$ cat src/rtl/jpeg_ctrl_pkg.sv
// Shared types and protocol constants for the JPEG frame sequencer.
// FRAME_CSUM_EN adds the STATUS_CSUM state for the trailing checksum byte.
package jpeg_ctrl_pkg;

    typedef enum logic [2:0] {
        IDLE,
        CMD,
        LOAD,
        PAD,
        WAIT_EOI,
        STATUS
`ifdef FRAME_CSUM_EN
        ,
        STATUS_CSUM
`endif
    } state_t;

    localparam logic [7:0] CMD_ENCODE = 8'h01;
    localparam logic [7:0] CMD_PING   = 8'h02;

    localparam logic [7:0] ST_OK      = 8'h00;
    localparam logic [7:0] ST_PAD     = 8'hE1;
    localparam logic [7:0] ST_PING    = 8'h55;
    localparam logic [7:0] ST_BADCMD  = 8'hEE;

    localparam logic [7:0] EOI_B0     = 8'hFF;
    localparam logic [7:0] EOI_B1     = 8'hD9;

endpackage

$ cat src/rtl/jpeg_frame_ctrl_eoi_detect.sv
// Spots the JPEG EOI marker (FF followed by D9) in the coder output byte stream.
// Only consecutive accepted bytes form a pair; idle cycles between them do not matter.
module eoi_detect
    import jpeg_ctrl_pkg::*;
(
    input  logic       clk,
    input  logic       rst_n,
    input  logic       clear,
    input  logic       enc_valid,
    input  logic [7:0] enc_data,
    output logic       eoi
);

    logic ff_seen;

    always_ff @(posedge clk or negedge rst_n) begin
        if (!rst_n)
            ff_seen <= 1'b0;
        else if (clear)
            ff_seen <= 1'b0;
        else if (enc_valid)
            ff_seen <= (enc_data == EOI_B0);
    end

    assign eoi = enc_valid && ff_seen && (enc_data == EOI_B1);

endmodule

$ cat src/rtl/jpeg_frame_ctrl.sv
// Frame sequencer: parses host commands, gates WIDTH*HEIGHT pixels into the coder,
// pads stalled frames, waits for EOI and returns a status byte. Option: FRAME_CSUM_EN.
module jpeg_frame_ctrl
    import jpeg_ctrl_pkg::*;
#(
    parameter int unsigned WIDTH       = 512,
    parameter int unsigned HEIGHT      = 512,
    parameter int unsigned TIMEOUT_CYC = 5000000,
    parameter int unsigned PAD_GAP     = 16,
    parameter logic [7:0]  SYNC_BYTE   = 8'hA5
) (
    input  logic       clk,
    input  logic       rst_n,
    input  logic       rx_valid,
    input  logic [7:0] rx_data,
    output logic       px_valid,
    output logic [7:0] px_data,
    input  logic       enc_valid,
    input  logic [7:0] enc_data,
    output logic       sts_valid,
    output logic [7:0] sts_data,
    input  logic       sts_ready,
    output logic       busy,
    output logic       overrun
);

    localparam int unsigned TOTAL = WIDTH * HEIGHT;
    localparam int unsigned CW    = $clog2(TOTAL + 1);
    localparam int unsigned IW    = $clog2(TIMEOUT_CYC + 1);
    localparam int unsigned PW    = $clog2(PAD_GAP + 1);

    state_t          state, state_n;
    logic [CW-1:0]   pix_cnt, pix_n;
    logic [IW-1:0]   idle_cnt, idle_n;
    logic [PW-1:0]   gap_cnt, gap_n;
    logic            err, err_n;
    logic            px_valid_n;
    logic [7:0]      px_data_n;
    logic            sts_valid_n;
    logic [7:0]      sts_data_n;
    logic            overrun_n;
    logic            eoi_clear;
    logic            eoi;
`ifdef FRAME_CSUM_EN
    logic [7:0]      csum, csum_n;
    logic            csum_pend, csum_pend_n;
`endif

    eoi_detect u_eoi (
        .clk       (clk),
        .rst_n     (rst_n),
        .clear     (eoi_clear),
        .enc_valid (enc_valid),
        .enc_data  (enc_data),
        .eoi       (eoi)
    );

    always_ff @(posedge clk or negedge rst_n) begin
        if (!rst_n) begin
            state     <= IDLE;
            pix_cnt   <= '0;
            idle_cnt  <= '0;
            gap_cnt   <= '0;
            err       <= 1'b0;
            px_valid  <= 1'b0;
            px_data   <= 8'h00;
            sts_valid <= 1'b0;
            sts_data  <= 8'h00;
            overrun   <= 1'b0;
`ifdef FRAME_CSUM_EN
            csum      <= 8'h00;
            csum_pend <= 1'b0;
`endif
        end else begin
            state     <= state_n;
            pix_cnt   <= pix_n;
            idle_cnt  <= idle_n;
            gap_cnt   <= gap_n;
            err       <= err_n;
            px_valid  <= px_valid_n;
            px_data   <= px_data_n;
            sts_valid <= sts_valid_n;
            sts_data  <= sts_data_n;
            overrun   <= overrun_n;
`ifdef FRAME_CSUM_EN
            csum      <= csum_n;
            csum_pend <= csum_pend_n;
`endif
        end
    end

    always_comb begin
        state_n     = state;
        pix_n       = pix_cnt;
        idle_n      = idle_cnt;
        gap_n       = gap_cnt;
        err_n       = err;
        px_valid_n  = 1'b0;
        px_data_n   = 8'h00;
        sts_valid_n = sts_valid;
        sts_data_n  = sts_data;
        overrun_n   = overrun;
        eoi_clear   = 1'b0;
`ifdef FRAME_CSUM_EN
        csum_n      = csum;
        csum_pend_n = csum_pend;
`endif

        case (state)
            IDLE: begin
                if (rx_valid && rx_data == SYNC_BYTE)
                    state_n = CMD;
            end

            CMD: begin
                if (rx_valid) begin
                    if (rx_data == CMD_ENCODE) begin
                        state_n = LOAD;
                        pix_n   = '0;
                        idle_n  = '0;
                        err_n   = 1'b0;
`ifdef FRAME_CSUM_EN
                        csum_n  = 8'h00;
`endif
                    end else begin
                        state_n     = STATUS;
                        sts_valid_n = 1'b1;
                        sts_data_n  = (rx_data == CMD_PING) ? ST_PING : ST_BADCMD;
`ifdef FRAME_CSUM_EN
                        csum_pend_n = 1'b0;
`endif
                    end
                end
            end

            // A byte arriving on the timeout cycle wins over the timeout.
            LOAD: begin
                if (rx_valid) begin
                    px_valid_n = 1'b1;
                    px_data_n  = rx_data;
                    pix_n      = pix_cnt + CW'(1);
                    idle_n     = '0;
`ifdef FRAME_CSUM_EN
                    csum_n     = csum + rx_data;
`endif
                    if (pix_n == CW'(TOTAL)) begin
                        state_n   = WAIT_EOI;
                        eoi_clear = 1'b1;
                    end
                end else begin
                    if (idle_cnt != IW'(TIMEOUT_CYC))
                        idle_n = idle_cnt + IW'(1);
                    if (idle_n == IW'(TIMEOUT_CYC)) begin
                        state_n = PAD;
                        err_n   = 1'b1;
                        gap_n   = '0;
                    end
                end
            end

            PAD: begin
                if (gap_cnt == PW'(PAD_GAP - 1)) begin
                    gap_n      = '0;
                    px_valid_n = 1'b1;
                    pix_n      = pix_cnt + CW'(1);
                    if (pix_n == CW'(TOTAL)) begin
                        state_n   = WAIT_EOI;
                        eoi_clear = 1'b1;
                    end
                end else begin
                    gap_n = gap_cnt + PW'(1);
                end
            end

            WAIT_EOI: begin
                if (rx_valid)
                    overrun_n = 1'b1;
                if (eoi) begin
                    state_n     = STATUS;
                    sts_valid_n = 1'b1;
                    sts_data_n  = err ? ST_PAD : ST_OK;
`ifdef FRAME_CSUM_EN
                    csum_pend_n = 1'b1;
`endif
                end
            end

            STATUS: begin
                if (rx_valid)
                    overrun_n = 1'b1;
                if (sts_ready) begin
`ifdef FRAME_CSUM_EN
                    if (csum_pend) begin
                        state_n     = STATUS_CSUM;
                        sts_data_n  = csum;
                        csum_pend_n = 1'b0;
                    end else begin
                        state_n     = IDLE;
                        sts_valid_n = 1'b0;
                    end
`else
                    state_n     = IDLE;
                    sts_valid_n = 1'b0;
`endif
                end
            end

`ifdef FRAME_CSUM_EN
            STATUS_CSUM: begin
                if (rx_valid)
                    overrun_n = 1'b1;
                if (sts_ready) begin
                    state_n     = IDLE;
                    sts_valid_n = 1'b0;
                end
            end
`endif

            default: state_n = IDLE;
        endcase
    end

    assign busy = (state != IDLE) && (state != CMD);

endmodule

$ cat config.mk
export PLATFORM = sky130hd
export DESIGN_NAME = jpeg_frame_ctrl
export DESIGN_NICKNAME = d
export VERILOG_FILES = /design/src/rtl/jpeg_ctrl_pkg.sv /design/src/rtl/jpeg_frame_ctrl_eoi_detect.sv /design/src/rtl/jpeg_frame_ctrl.sv
export SDC_FILE = /design/constraint.sdc
export NUM_CORES = 1
export LEC_CHECK = 0
export ABC_AREA = 0
export CORE_MARGIN = 2
export CORE_UTILIZATION = 40
export DETAILED_ROUTE_END_ITERATION = 10
export PLACE_DENSITY_LB_ADDON = 0.3
export RECOVER_POWER = 50
export SYNTH_ARGS = -nofsm -noshare
export SYNTH_HDL_FRONTEND = slang
export SYNTH_SLANG_ARGS = --single-unit
$ cat constraint.sdc
create_clock -name clk -period 2.9 [get_ports clk]
set_clock_uncertainty 0.1 [all_clocks]
set_input_delay 0.29 -clock clk [delete_from_list [all_inputs] [get_ports clk]]
set_output_delay 0.29 -clock clk [all_outputs]
set_load 0.005 [all_outputs]
==> metrics.md <==
| Metric | Value |
|---|---|
| Final worst path period need | 2.75 ns |
| Number of enable flip-flop cells after synthesis | 0 |
| Routed Antenna Nets | 0 |
| Drt first pass iters | 5 |
| Post-Place Worst Slack | 0.0905 ns |
| WL final | 10800 um |
| GPL Wtd Cong | 0.948 |
| Power consumption | 2.62 mW |
| Busiest metal layer after global routing | met2 |
| Peak VDD IR | 0.000319 V |
| CTS Hold Bufs | 0 |
| Worst-Margin Slew | 1.70 ns |
| Result of the run | complete, but fails checks |
| DP HPWL | 7580 um |
| Final net count | 583 |
| Synth warn | 0 |
| Syn_area_per_cell | 8.48 um2 |
| Clock latency on the worst-skew pair | 0.35 ns |
| Vias in the first global route | 3781 |
| Critical path launch point type | register |
| Layout cells sized above 1 | 12.4% |
| Met3 GRT Util | 3.27% |
| Final setup TNS | 0 ns |
| Cell taking the most area after synthesis | dfrtp_1 |
| CP arrival | 2.88 ns |
| Syn nets | 533 |
| Post-Synth XOR/XNOR Area | 2.44% |
| Most instantiated library cell after synthesis | dfrtp_1 |
| Met2 usage | 31.8% |
| Initial antenna violation count | 0 |
| Worst hold path type | in2async |
| Crit. Startpoint | idle_cnt[0] |
| FF-to-FF path depth | 10 |
| Post-Synth Simple-Gate Area | 26.7% |
| Top cells by count, synth | dfrtp_1, o21ai_0, nor2_1 |
| PwrDens | 507 mW/mm2 |
| Root Buffer | clkbuf_8 |
| Largest net degree at the start of global routing | 70 |
| Placed Area | 0.00495 mm2 |
| Die area | 0.0116 mm2 |
| Crit. End Element | register |
| Core Util, Final | 49.9% |
| Final period util | 94.7% |
| # port buffers | 40 |
| Share of the synthesized area in the top cell type | 40.1% |
| Die W | 108 um |
| RR Endpoint | state[0] |
| DR vias/cell | 5.73 |
| Post-synthesis async set-or-reset flop share | 100% |
| Failing checks | max-capacitance violations, max-slew violations |
| Vias | 4007 |
| Largest family of logic cells by synthesized area | simple AND/OR/NAND/NOR gates |
| Reg2Reg Setup Slack | 0.15 ns |
| I/O pin cnt | 41 |
| Wirelength per Cell | 15.4 um |
| Final Hold Fails | 0 |
| Sequential fraction of the synthesis area | 40.1% |
| Post-synthesis mux area share | 2.24% |
| Worst rel slew slack | -13.1% |
| Worst r2r src | idle_cnt[0] |
| Gr usage total | 19.7% |
| Critical path type | reg2reg |
| Diode count | 0 |
| 1st-iter DRT viols | 208 |
| Final Cell Area | 0.00517 mm2 |
| Clock transition at path regs | 0.08 ns |
| Pins Over Slew Limit | 70 |
| CP max FO | 7 |
| Clock buffer depth | 2 |
| Chip height | 108 um |
| Synth Area in Adders | 1.16% |
| Synth Instances | 508 |
| CTS Sinks | 69 |
| Worst Slack Setup Final | 0.152 ns |
| Dominant cells by area after synthesis | dfrtp_1, o21ai_0, nor2_1 |
| Ys flop type | dfrtp_1 |
| Core Box Area | 0.0104 mm2 |
| Post-synthesis register bit count | 69 |
| Grt ovf | 0 |
| CTS tree | built |
| Worst setup endpoint | state[0] |
| Global Route met1 Usage | 27.6% |
| Area grow syn2layout | 20.1% |
| Pleak | 2.11 nW |
| Final setup violation count | 0 |
| Crit path required time | 3.04 ns |
| DRC viols | 0 |
| H-tree levels | 3 |
| Synth Area in Compound Gates | 22.6% |
| Synth unique cells | 68 |
| Num rows | 37 |
| Starting Density | 41.5% |
| Fmax | 364 MHz |
| Post-synth design cell area | 0.00431 mm2 |
| First-pass GRT wire length | 18700 um |
| Num CTS Buffers | 9 |
| MaxCap Viol Count | 1 |
[how the worst min path moves through the flow]
| stage | end | slack (ns) | depth (start not counted) |
|---|---|---|---|
| floorplan | err | -0.11 | 0 |
| global placement | overrun | 0.34 | 1 |
| detailed placement | overrun | 0.39 | 1 |
| CTS | idle_cnt[13] | 0.07 | 2 |
| global route | overrun | 0.42 | 1 |
| finish | idle_cnt[12] | 0.35 | 2 |
[layout by cell type, fill, tap and decap left out, types with 7 or more instances in the layout]
cell / synthesis / layout
a21oi_1: 28 / 28
a31oi_1: 11 / 11
and2_1: 8 / 8
and3_1: 17 / 17
buf_4: 4 / 29
clkbuf_8: 0 / 9
clkdlybuf4s50_1: 0 / 39
dfrtp_1: 69 / 68
inv_1: 13 / 13
nand2_1: 43 / 43
nand3_1: 15 / 15
nand4_1: 15 / 15
nor2_1: 46 / 46
nor2b_1: 8 / 8
nor3_1: 11 / 11
nor4_1: 7 / 7
o21ai_0: 65 / 65
o31ai_1: 17 / 17
or3_1: 7 / 7
xnor2_1: 7 / 7
[where the power goes]
group | switching (mW) | total (mW) | internal (mW) | leakage [nW]
Sequential | 0.105 | 1.15 | 1.04 | 0.898
Combinational | 0.268 | 0.587 | 0.319 | 1.10
Clock | 0.401 | 0.890 | 0.488 | 0.110
[cell type report]
type / instances / area, um2
multi-input cells: 394 / 2380
clock buffers: 9 / 124
inverters: 13 / 48.8
well taps: 136 / 170
clock inverters: 7 / 98.8
repair buffers: 71 / 622
flip-flops and latches: 69 / 1730
fillers: 973 / 5200
[layer usage]
layer / routed length [um] / vias up / part of all wire (%)
met1: 5000 / 1916 / 46
met2: 5150 / 108 / 48
met3: 512 / 13 / 4.7
met5: 0 / - / 0
li1: - / 1970 / -
met4: 138 / 0 / 1.3
[timing repair]
item                                    in CTS  in global routing
endpoints found under the setup margin       0                  9
setup buffers                                0                  0
gates resized for setup                      0                  4
[per-stage QoR]
step                hold slack (ns)  cells
CTS                          0.0674    699
floorplan                    -0.106    508
finish                        0.354    699
global route                  0.422    699
detailed placement            0.394    683
global placement              0.342    683
[cell families after synthesis]
family                     after synthesis
and+or+nand+nor                        210
AOI/OAI and AO/OA                      159
DFF                                     69
buffers and inverters                   45
xor gates and xnor gates                12
muxes                                    9
adders and majority gates                4
[critical path, stage by stage, from the launching register on]
cell and delay [ns]:
dfrtp_1 0.43, inv_1 0.08, ha_1 0.13, or4b_1 0.45
nor4_1 0.24, nand4_1 0.23, and3_1 0.23, o211a_1 0.22
and4b_1 0.19, buf_4 0.16, o21a_1 0.17
[flip-flops by register name (all words and copies together), names as in the netlist]
signal         count
idle_cnt          23
err                1
px_data            8
state              3
gap_cnt            5
sts_valid          1
u_eoi.ff_seen      1
pix_cnt           19
sts_data           6
overrun            1
px_valid           1
No activity file was read; power rests on OpenSTA's default activity.
